File: src/rtl/cond_unit_pkg.sv
// rtl/cond_unit_pkg.sv - condition codes, flag indices and flag struct shared by the core
package cond_unit_pkg;

    typedef enum logic [3:0] {
        EQ = 4'b0000,
        NE = 4'b0001,
        CS = 4'b0010,
        CC = 4'b0011,
        MI = 4'b0100,
        PL = 4'b0101,
        VS = 4'b0110,
        VC = 4'b0111,
        HI = 4'b1000,
        LS = 4'b1001,
        GE = 4'b1010,
        LT = 4'b1011,
        GT = 4'b1100,
        LE = 4'b1101,
        AL = 4'b1110,
        NV = 4'b1111
    } cond_t;

    localparam int FLAG_N = 3;
    localparam int FLAG_Z = 2;
    localparam int FLAG_C = 1;
    localparam int FLAG_V = 0;

    typedef struct packed {
        logic n;
        logic z;
        logic c;
        logic v;
    } flags_t;

endpackage

File: src/rtl/cond_unit_condcheck.sv
// rtl/cond_unit_condcheck.sv - combinational condition-field decode against NZCV
module condcheck
    import cond_unit_pkg::*;
(
    input  logic [3:0] cond_i,
    input  flags_t     flags_i,
    output logic       cond_ex_o
);

    logic ge;

    assign ge = (flags_i.n == flags_i.v);

    always_comb begin
        cond_ex_o = 1'b0;
        case (cond_t'(cond_i))
            EQ: cond_ex_o = flags_i.z;
            NE: cond_ex_o = ~flags_i.z;
            CS: cond_ex_o = flags_i.c;
            CC: cond_ex_o = ~flags_i.c;
            MI: cond_ex_o = flags_i.n;
            PL: cond_ex_o = ~flags_i.n;
            VS: cond_ex_o = flags_i.v;
            VC: cond_ex_o = ~flags_i.v;
            HI: cond_ex_o = flags_i.c & ~flags_i.z;
            LS: cond_ex_o = ~(flags_i.c & ~flags_i.z);
            GE: cond_ex_o = ge;
            LT: cond_ex_o = ~ge;
            GT: cond_ex_o = ~flags_i.z & ge;
            LE: cond_ex_o = ~(~flags_i.z & ge);
            AL: cond_ex_o = 1'b1;
            default: cond_ex_o = 1'b1;
        endcase
    end

endmodule

File: src/rtl/cond_unit.sv
// rtl/cond_unit.sv - E-stage NZCV flags, condition gating and E/M control register
// Optional squash counter enabled by CONDEX_PERF_EN.
module cond_unit
    import cond_unit_pkg::*;
#(
    parameter int         CNT_W       = 32,
    parameter logic [3:0] RESET_FLAGS = 4'b0000
) (
    input  logic             clk,
    input  logic             reset,
    input  logic             StallE,
    input  logic             FlushE,
    input  logic [3:0]       CondE,
    input  logic [1:0]       FlagWriteE,
    input  logic [3:0]       ALUFlagsE,
    input  logic             RegWriteE,
    input  logic             MemWriteE,
    input  logic             MemtoRegE,
    input  logic             PCSrcE,
    input  logic             BranchE,
    output logic [3:0]       FlagsE,
    output logic             CondExE,
    output logic             BranchTakenE,
    output logic             RegWriteM,
    output logic             MemWriteM,
    output logic             MemtoRegM,
    output logic             PCSrcM
`ifdef CONDEX_PERF_EN
    ,
    output logic [CNT_W-1:0] SquashCount
`endif
);

    flags_t flags_q, flags_d;
    logic   cond_raw;
    logic   valid;
    logic   reg_write_q, reg_write_d;
    logic   mem_write_q, mem_write_d;
    logic   mem_to_reg_q, mem_to_reg_d;
    logic   pc_src_q, pc_src_d;

    condcheck u_condcheck (
        .cond_i    (CondE),
        .flags_i   (flags_q),
        .cond_ex_o (cond_raw)
    );

    // condcheck treats NV as unconditional; this core retires NV as never-execute.
    assign CondExE      = cond_raw & (cond_t'(CondE) != NV);
    assign valid        = ~StallE & ~FlushE;
    assign BranchTakenE = BranchE & CondExE & ~FlushE;
    assign FlagsE       = flags_q;

    always_comb begin
        flags_d = flags_q;
        if (valid && CondExE) begin
            if (FlagWriteE[1]) begin
                flags_d.n = ALUFlagsE[FLAG_N];
                flags_d.z = ALUFlagsE[FLAG_Z];
            end
            if (FlagWriteE[0]) begin
                flags_d.c = ALUFlagsE[FLAG_C];
                flags_d.v = ALUFlagsE[FLAG_V];
            end
        end
    end

    always_comb begin
        reg_write_d  = reg_write_q;
        mem_write_d  = mem_write_q;
        mem_to_reg_d = mem_to_reg_q;
        pc_src_d     = pc_src_q;
        if (!StallE) begin
            if (FlushE) begin
                reg_write_d  = 1'b0;
                mem_write_d  = 1'b0;
                mem_to_reg_d = 1'b0;
                pc_src_d     = 1'b0;
            end else begin
                reg_write_d  = RegWriteE & CondExE;
                mem_write_d  = MemWriteE & CondExE;
                mem_to_reg_d = MemtoRegE;
                pc_src_d     = PCSrcE & CondExE;
            end
        end
    end

    always_ff @(posedge clk) begin
        if (reset) begin
            flags_q      <= flags_t'(RESET_FLAGS);
            reg_write_q  <= 1'b0;
            mem_write_q  <= 1'b0;
            mem_to_reg_q <= 1'b0;
            pc_src_q     <= 1'b0;
        end else begin
            flags_q      <= flags_d;
            reg_write_q  <= reg_write_d;
            mem_write_q  <= mem_write_d;
            mem_to_reg_q <= mem_to_reg_d;
            pc_src_q     <= pc_src_d;
        end
    end

    assign RegWriteM = reg_write_q;
    assign MemWriteM = mem_write_q;
    assign MemtoRegM = mem_to_reg_q;
    assign PCSrcM    = pc_src_q;

`ifdef CONDEX_PERF_EN
    logic [CNT_W-1:0] cnt_q, cnt_d;

    // Saturating: a pegged counter is more useful than one that silently wraps.
    always_comb begin
        cnt_d = cnt_q;
        if (valid && !CondExE && (cnt_q != {CNT_W{1'b1}})) begin
            cnt_d = cnt_q + CNT_W'(1);
        end
    end

    always_ff @(posedge clk) begin
        if (reset) begin
            cnt_q <= '0;
        end else begin
            cnt_q <= cnt_d;
        end
    end

    assign SquashCount = cnt_q;
`endif

endmodule

File: config.mk
export PLATFORM = sky130hd
export DESIGN_NAME = cond_unit
export DESIGN_NICKNAME = d
export VERILOG_FILES = /design/src/rtl/cond_unit_pkg.sv /design/src/rtl/cond_unit_condcheck.sv /design/src/rtl/cond_unit.sv
export SDC_FILE = /design/constraint.sdc
export NUM_CORES = 1
export LEC_CHECK = 0
export ABC_AREA = 1
export BUFFER_PORTS_ARGS = -buffer_cell sky130_fd_sc_hd__buf_2
export CAP_MARGIN = 20
export CORE_MARGIN = 5
export CORE_UTILIZATION = 40
export CTS_CLUSTER_DIAMETER = 200
export DETAILED_ROUTE_END_ITERATION = 8
export HOLD_SLACK_MARGIN = 0.06
export MAX_ROUTING_LAYER = met4
export PLACE_DENSITY = 0.8
export RECOVER_POWER = 100
export SLEW_MARGIN = 20
export SYNTH_ARGS = -nofsm -noshare
export SYNTH_HDL_FRONTEND = slang
export SYNTH_SLANG_ARGS = --single-unit
File: constraint.sdc
create_clock -name clk -period 3.75 [get_ports clk]
set_clock_uncertainty 0.05 [all_clocks]
set_input_delay 0.375 -clock clk [delete_from_list [all_inputs] [get_ports clk]]
set_output_delay 0.375 -clock clk [all_outputs]
set_load 0.01 [all_outputs]
-- After elaboration in Yosys (flattened, before gate mapping)
Index checks and enable logic that the tools add are counted.
- multiplexer cells: 5
- reduce and logical (&&, ||, !) cells: 4
- eq/ne operators: 15
- bitwise logic cells: 18
- operators by type and width (kind ; number):
    4-bit == test, second input constant ; 6
    4-bit by 3-bit == test with 1-bit output, second input constant ; 4
    1-bit case mux with 14 select lines ; 1
    1-bit AND ; 9
    1-bit inverter ; 9
    4-bit by 2-bit == test with 1-bit output, second input constant ; 2
    4-bit by 1-bit == test with 1-bit output, second input constant ; 1
    4-bit zero test ; 1
    1-bit two-way mux ; 4
    4-bit != test, second input constant ; 1
    2-bit AND reduction ; 2
    1-bit == test ; 1
    1-bit logical AND ; 1
- output and inout bits: 10
- word-level logic and storage cells: 50
- register bits after elaboration: 8
- input bits: 19

-- Depth between registers and ports, before layout
Gate-level depths: netlist of the first run.
- word-level depth: 7
- depth in mapped cells: 12
- depth with buffers taken out: 12

-- Hierarchy
Synthesis of the first run repeated with hierarchy kept, for this count alone.
- cell total of the unflattened synthesis: 110
- area, all modules: 580.6 µm²
- by module, submodules not included (module ; cells each ; seq. area each (µm²) ; instances ; area each (µm²)):
    cond_unit ; 53 ; 160.2 ; 1 ; 350.3
    condcheck ; 57 ; 0.0 ; 1 ; 230.2

-- Worst setup path before layout of the first run
OpenSTA, ideal clock, no wires.
- path type: register -> output
- start: register flags_q (netlist bit FlagsE[3])
- end: output BranchTakenE
- buffers on the path: 0
- data required time: 3.325 ns
- cell stages (with the launch flop): 13
- path slack: 2.046 ns
- arrival time: 1.279 ns
- path through: dfxtp_1 -> inv_1 -> nand2_1 -> nand2_1 -> nand2_1 -> nand2_1 -> nand2_1 -> inv_1 -> nand3_1 -> nand2_1 -> inv_2 -> nand2_1 -> nor2_1
- word-level cells in the longest chain between the ends: 7
- elaborated cells on any way between the ends: 9
- those cells by class: eq/ne (1); mux (1); bitwise (7)
- RTL lines (what ; line ; text):
    start, declared ; cond_unit.sv:34 ; flags_t flags_q, flags_d;
    start signal, assigned ; cond_unit.sv:90 ; flags_q <= flags_t'(RESET_FLAGS);
    start signal, assigned ; cond_unit.sv:96 ; flags_q <= flags_d;
    1-bit == test ; cond_unit_condcheck.sv:12 ; assign ge = (flags_i.n == flags_i.v);
    1-bit AND ; cond_unit_condcheck.sv:29, cond_unit_condcheck.sv:30 ;
    1-bit inverter ; cond_unit_condcheck.sv:30 ; LE: cond_ex_o = ~(~flags_i.z & ge);
    1-bit case mux with 14 select lines (*) ; cond_unit_condcheck.sv:16 ; case (cond_t'(cond_i))
    1-bit AND (*) ; cond_unit.sv:49 ; assign CondExE = cond_raw & (cond_t'(CondE) != NV);
    net CondExE ; cond_unit.sv:22 ; output logic CondExE,
    1-bit AND (*) (2 in series) ; cond_unit.sv:51 ; assign BranchTakenE = BranchE & CondExE & ~FlushE;
    end, declared ; cond_unit.sv:23 ; output logic BranchTakenE,
Mark *: on every way through the listed nets, which the timed path passes. The rest lies on a longest branch.

-- Worst setup path after layout of the first run
- start: register flags_q (netlist bit FlagsE[3])
- end: output BranchTakenE
- word-level cells in the longest chain between the ends: 7
- elaborated cells on any way between the ends: 9
- those cells by class: eq/ne (1); mux (1); bitwise (7)
- RTL lines (what ; line):
    1-bit == test ; cond_unit_condcheck.sv:12
    1-bit AND ; cond_unit_condcheck.sv:29, cond_unit_condcheck.sv:30
    1-bit inverter ; cond_unit_condcheck.sv:30
    1-bit case mux with 14 select lines (*) ; cond_unit_condcheck.sv:16
    1-bit AND (*) ; cond_unit.sv:49
    1-bit AND (*) (2 in series) ; cond_unit.sv:51
Every way passes the cells marked *; elsewhere a longest branch is shown, timed or not.

==> impl_results.md, run 1 <==
* P&R area growth vs syn at 30.5%
* Worst-path fanout max at 5
* Critical path, cell by cell: inv_1 -> nand2_1 -> nand2_1 -> nand2_1 -> nand2_1 -> nand2_1 -> inv_1 -> nand3_1 -> nand2_1 -> inv_1 -> nand2_1 -> nor2_1 -> clkbuf_1
* Arr. time, crit path at 1.70 ns
* Routed Antenna Nets at 0
* Largest net degree at the start of global routing at 8
* Top post-synthesis cells by area: nand2_1, dfxtp_1, nor2_1
* Clock Tree Buf Depth at 2
* Vias at 723
* Post-Syn Nets at ~120
* H-tree depth reported by CTS at 1
* Port Buffers at 28
* Synth cell count leaders: nand2_1, nor2_1, nand3_1
* Nets at 157
* Fill cells at roughly 160
* Initial antenna violation count at 0
* Die X-Extent at 47.1 µm
* Slowest library cell on the worst path: dfxtp_1
* Max Cap Viol at 0
* Worst Setup End Kind: output port
* Crit share post-route at 0.566
* Area of the core at 0.00130 mm²
* PostCTS Resize Cnt at 0
* Final setup viols at 0
* Number of synthesized flops with an enable pin at 0
* Io pins at 29
* Peak Freq at 471 MHz
* Ys async rst share at 0
* Crit-path max cell delay at 0.39 ns
* Initial core utilization at 0.423
* CTS sink count at 8
* Ys flop type: dfxtp_1
* Setup TNS at 0 ns
* Status: complete, no violations
* Drt drc at 0
* Post-CTS setup buffers at 0
* Crit Path Category: reg2out
* Headroom to the max-slew limit at 0.767
* Final worst path period need at between 2 and 2.5 ns
* CP Data Required Time at 3.32 ns
* Most frequent cell after synthesis: nand2_1
* Placement row count at 13
* Die Height at 47.1 µm
* Netlist cell types at 8
* Antenna diodes at 0
* Register-to-Register Path Depth at 11
* Yosys warning count at 0
* RSZ-0062 raised after global routing: false
* Vias/cell at 4.79
* GPL Wtd Cong at 0.842
* Worst-Margin Slew at approximately 0.35 ns
* First-pass GRT wire length at 2300 µm
* Largest area contributor in the netlist: nand2_1
* Placed cells at around 150
* Startpoint types: register
* Peak supply drop at 0.190 mV
* Vias in the first global route at 610
* Clock insertion delay at the later pin of the skew report at 0.25 ns
* Top cell by count, worst path: nand2_1
* Pwr/cell area at 295 mW/mm²
* #FFs+latches synth at 8
* TritonRoute pass-1 iters at 4
* # hold bufs at CTS at 0
* DP Wirelength at between 1000 and 1500 µm
* Iter 0 DRT Violations at 12
* Layout cells sized above 1 at 0.147
* Cell area after synthesis at 551 µm²
* LEAKAGE at about 0.4 nW
* Synth top area share at 0.307
* Finished Layout Cells at roughly 150
* Die Area at 0.00222 mm²
* Final hold vios at 0
* Avg Inst Size Synth at 5.24 µm²
* Worst hold stages at 3
* CTS tree: done
* Max-slew violations at 0
* Clock root buffer: clkbuf_4
* Remaining global-route overflow at 0
* GRT Total Usage at 0.151
* Post-synthesis sequential area ratio at 0.291
* Routed wire per std cell at between 9 and 10 µm
* Final WL at 1510 µm
* Hold WC Path Type: in2reg
* Cts bufs inserted at 3
* Syn Inst Count at ~110
* Clk slew on worst S/H paths at 0.05 ns
where the power goes:
group | total, mW | switching (mW) | leakage, nW | internal (mW)
combinational | 0.0537 | 0.0338 | 0.330 | 0.0199
clock | 0.0666 | 0.0299 | 0.0138 | 0.0367
sequential | 0.0915 | 0.00294 | 0.0649 | 0.0886
total | 0.212 | 0.0667 | 0.409 | 0.145
worst max-delay path: cells and delay by family, from the launching register on:
kind,cells,cell delay (ns)
DFF,1,0.39
and+or+nand+nor,9,0.65
buffers and inverters,4,0.41
area by class of cell:
| type | count | area (µm²) | area share |
|---|---|---|---|
| clock buffers | 3 | 22.5 | 0.0314 |
| inverters | 12 | 45.0 | 0.0627 |
| flip-flops and latches | 8 | 160 | 0.223 |
| well taps | 15 | 18.8 | 0.0261 |
| repair buffers | 28 | 126 | 0.176 |
| multi-input cells | 85 | 345 | 0.481 |
worst paths after layout:
kind,from,to,slack (ns)
setup reg to reg,FlagsE[3],FlagsE[2],2.21
hold reg to reg,MemtoRegM,MemtoRegM,0.40
hold / removal,ALUFlagsE[3],FlagsE[3],0.29
setup / recovery,FlagsE[3],BranchTakenE,1.63
per-stage QoR:
step / worst slack (ns) / cell area, µm² / hold WS (ns) / utilization / total power [mW]
after CTS: 1.69 / 732 / 0.289 / 0.563 / 0.216
after global routing: 1.38 / 718 / 0.295 / 0.552 / 0.227
after detailed placement: 1.87 / 709 / 0.397 / 0.545 / 0.149
after floorplan: 2.05 / 551 / 0.394 / - / 0.125
after global placement: 1.87 / 709 / 0.393 / 0.545 / 0.148
final: 1.63 / 718 / 0.289 / 0.552 / 0.212
cells by family after synthesis:
| kind of cell | share of synthesized area |
|---|---|
| compound gates | 0.0364 |
| buf+inv | 0.0818 |
| flops | 0.291 |
| simple gates | 0.591 |
placed cells by master (no fill, tap or decap):
master	n
clkbuf_4	3
dfxtp_1	8
nand4_1	2
a21oi_1	4
clkbuf_1	11
buf_2	17
nor2_1	21
nand2_1	45
nand3_1	13
inv_1	12
layer usage:
metal,wire [µm],track usage
met1,654,0.176
met4,25,0.0884
met3,146,0.0230
met5,0,-
met2,682,0.244
state kept, by name, indices dropped and copies added (netlist names):
register	cells
FlagsE	4
MemWriteM	1
MemtoRegM	1
PCSrcM	1
RegWriteM	1
Note: power is estimated with default switching activity, not from simulation.
==> run 2, diff against run 1 <==
Settings changed: ABC_AREA 1 to 0, PLACE_DENSITY 0.8 to 0.79.
Clock period 3.75 ns to 2.18 ns, I/O delays scaled along.
==> run 2 against run 1 <==
Against the previous run: die area up 7.5%; worst setup slack got worse by 1.5 ns; critical path type unchanged; critical endpoint unchanged; sequential share of layout area decreased by 0.41 points; final area grew 3.5%; global-route usage is 2.8 points lower; first-iteration DRC count is 58% lower; highest routed layer unchanged; clock-buffer cell count did not move.
==> impl_results.md, run 2 <==
* Crit path from: FlagsE[2]
* Hold Crit Start: PCSrcE
* Critical path, cell by cell: and4bb_1 -> mux2i_1 -> nand4_1 -> o31ai_2 -> buf_4 -> nor3b_1 -> buf_2
* Max Cap Viol at 0
* Nets at 120
* Setup TNS at 0 ns
* Remaining global-route overflow at 0
* Worst Setup End Kind: output port
* Startpoint types: register
* Largest net degree at the start of global routing at 15
* Io pins at 29
* Vias in the first global route at 586
* Clock insertion delay at the later pin of the skew report at roughly 0.25 ns
* Headroom to the max-slew limit at 0.750
* Peak Freq at 487 MHz
* Cts bufs inserted at 3
* Slowest library cell on the worst path: dfxtp_1
* Clock Tree Buf Depth at 2
* Placement row count at 14
* Cell area after synthesis at 603 µm²
* Initial antenna violation count at 0
* Ys async rst share at 0
* DP Wirelength at about 1200 µm
* Port Buffers at 28
* GPL Wtd Cong at 0.908
* TritonRoute pass-1 iters at 4
* Synth cell count leaders: dfxtp_1, inv_1, nand2_1
* Vias/cell at ~5.4
* Worst-Margin Slew at 0.371 ns
* Pwr/cell area at 484 mW/mm²
* Most frequent cell after synthesis: dfxtp_1
* Initial core utilization at 0.410
* Critical path's top delay family: flip-flops
* Clk slew on worst S/H paths at roughly 0.060 ns
* Leading cell type in the layout, fill and taps excluded: buf_2
* Final setup viols at 0
* Final WL at 1510 µm
* P&R area growth vs syn at 23.2%
* Iter 0 DRT Violations at 5
* First-pass GRT wire length at 2360 µm
* Number of synthesized flops with an enable pin at 0
* Reg2Reg Launch Point: FlagsE[2]
* Critical path buffers and inverters at 2
* Area of the core at about 0.0015 mm²
* Antenna diodes at 0
* Setup ws final at around 0.13 ns
* Peak supply drop at 0.221 mV
* #FFs+latches synth at 8
* Clock root buffer: clkbuf_4
* Worst-path fanout max at 7
* CP Data Required Time at ~1.9 ns
* Routed wire per std cell at 13.1 µm
* Arr. time, crit path at 1.78 ns
* Post-synthesis sequential area ratio at 0.266
* GRT Total Usage at 0.123
* LEAKAGE at around 0.33 nW
* Worst slack, placed at 0.315 ns
* Netlist cell types at 31
* RSZ-0062 raised after global routing: false
* Crit Path Category: reg2out
* Final core utilization at 0.505
* Max reg flops at 4
* Largest area contributor in the netlist: dfxtp_1
* Die X-Extent at 48.8 µm
* H-tree depth reported by CTS at 1
* Layout cells sized above 1 at 0.343
* Yosys warning count at 0
* CTS tree: done
* Fill cells at 156
* Final worst path period need at 2.05 ns
* Routed Antenna Nets at 0
* Commonest non-fill, non-tap cells in the layout: buf_2, clkbuf_1, dfxtp_1
* Ys flop type: dfxtp_1
* Status: complete, no violations
* CTS sink count at 8
* Die Area at 0.00238 mm²
* Vias at 623
* Max-slew violations at 0
* Crit-path max cell delay at 0.43 ns
* Crit share post-route at 0.941
* Post-Syn Nets at 90
* Synth top area share at 0.266
* Drt drc at 0
* Top post-synthesis cells by area: dfxtp_1, buf_6, nor3b_1
* Avg Inst Size Synth at between 8 and 9 µm²
* Final hold vios at 0
* Syn Inst Count at 71
* Hold WC Path Type: in2reg
* Die Height at 48.8 µm
* # hold bufs at CTS at 0
* WHS at 0.119 ns
==> run 2: final cells by class <==
| cell class | count | area [µm²] | area share |
|---|---|---|---|
| sequential | 8 | 163 | 0.219 |
| clock buffer | 3 | 22.5 | 0.0303 |
| timing repair buffer | 30 | 144 | 0.194 |
| multi-input combinational | 53 | 375 | 0.505 |
| inverter | 5 | 18.8 | 0.0253 |
| tap | 16 | 20.0 | 0.0269 |
==> run 2: timing repair <==
| item | 4_1_cts | 5_1_grt |
|---|---|---|
| resized for setup | 0 | 3 |
| setup buffers | 0 | 1 |
| endpoints found under the setup margin | 0 | 2 |
==> run 2: routing by layer <==
metal / up-vias / track usage / wire length [µm]
met5: - / - / 0
met4: 0 / 0.0673 / 8
met3: 2 / 0.0275 / 124
met2: 27 / 0.204 / 718
met1: 279 / 0.135 / 653
li1: 315 / - / -
==> run 2: final timing paths <==
path	to	slack (ns)	cells after the start
setup / recovery	BranchTakenE	0.13	7
hold / removal	PCSrcM	0.12	2
setup reg to reg	MemWriteM	0.24	8
hold reg to reg	RegWriteM	0.42	2
==> run 2: worst register-to-register path, cell delays in order, from the launching register on <==
cell	delay, ns
dfxtp_1	0.43
and4bb_1	0.21
mux2i_1	0.14
nand4_1	0.14
o31ai_2	0.26
buf_4	0.18
clkbuf_1	0.21
nor4_2	0.09
o2bb2ai_1	0.12
==> run 2: through the flow <==
stage	instance area [µm²]	total power [mW]	instances
after floorplan	603	0.219	71
after detailed placement	722	0.248	111
after global routing	743	0.377	115
final	743	0.360	115
after CTS	744	0.363	114
after global placement	722	0.244	111
==> run 2: cells by family (layout without fill, tap and decap cells) <==
kind of cell	Yosys count	in the layout	share of synthesized area
multiplexers	1	1	0.0166
XOR/XNOR	3	3	0.0436
AO/OA/AOI/OAI	18	18	0.201
flip-flops	8	8	0.266
buffers and inverters	10	38	0.112
AND/OR/NAND/NOR	31	31	0.361
==> run 2: power breakdown <==
| group | leakage [nW] | switching [mW] | internal [mW] |
|---|---|---|---|
| Sequential | 0.0658 | 0.00389 | 0.151 |
| Clock | 0.0138 | 0.0513 | 0.0631 |
| Combinational | 0.245 | 0.0497 | 0.0409 |
| Total | 0.325 | 0.105 | 0.255 |
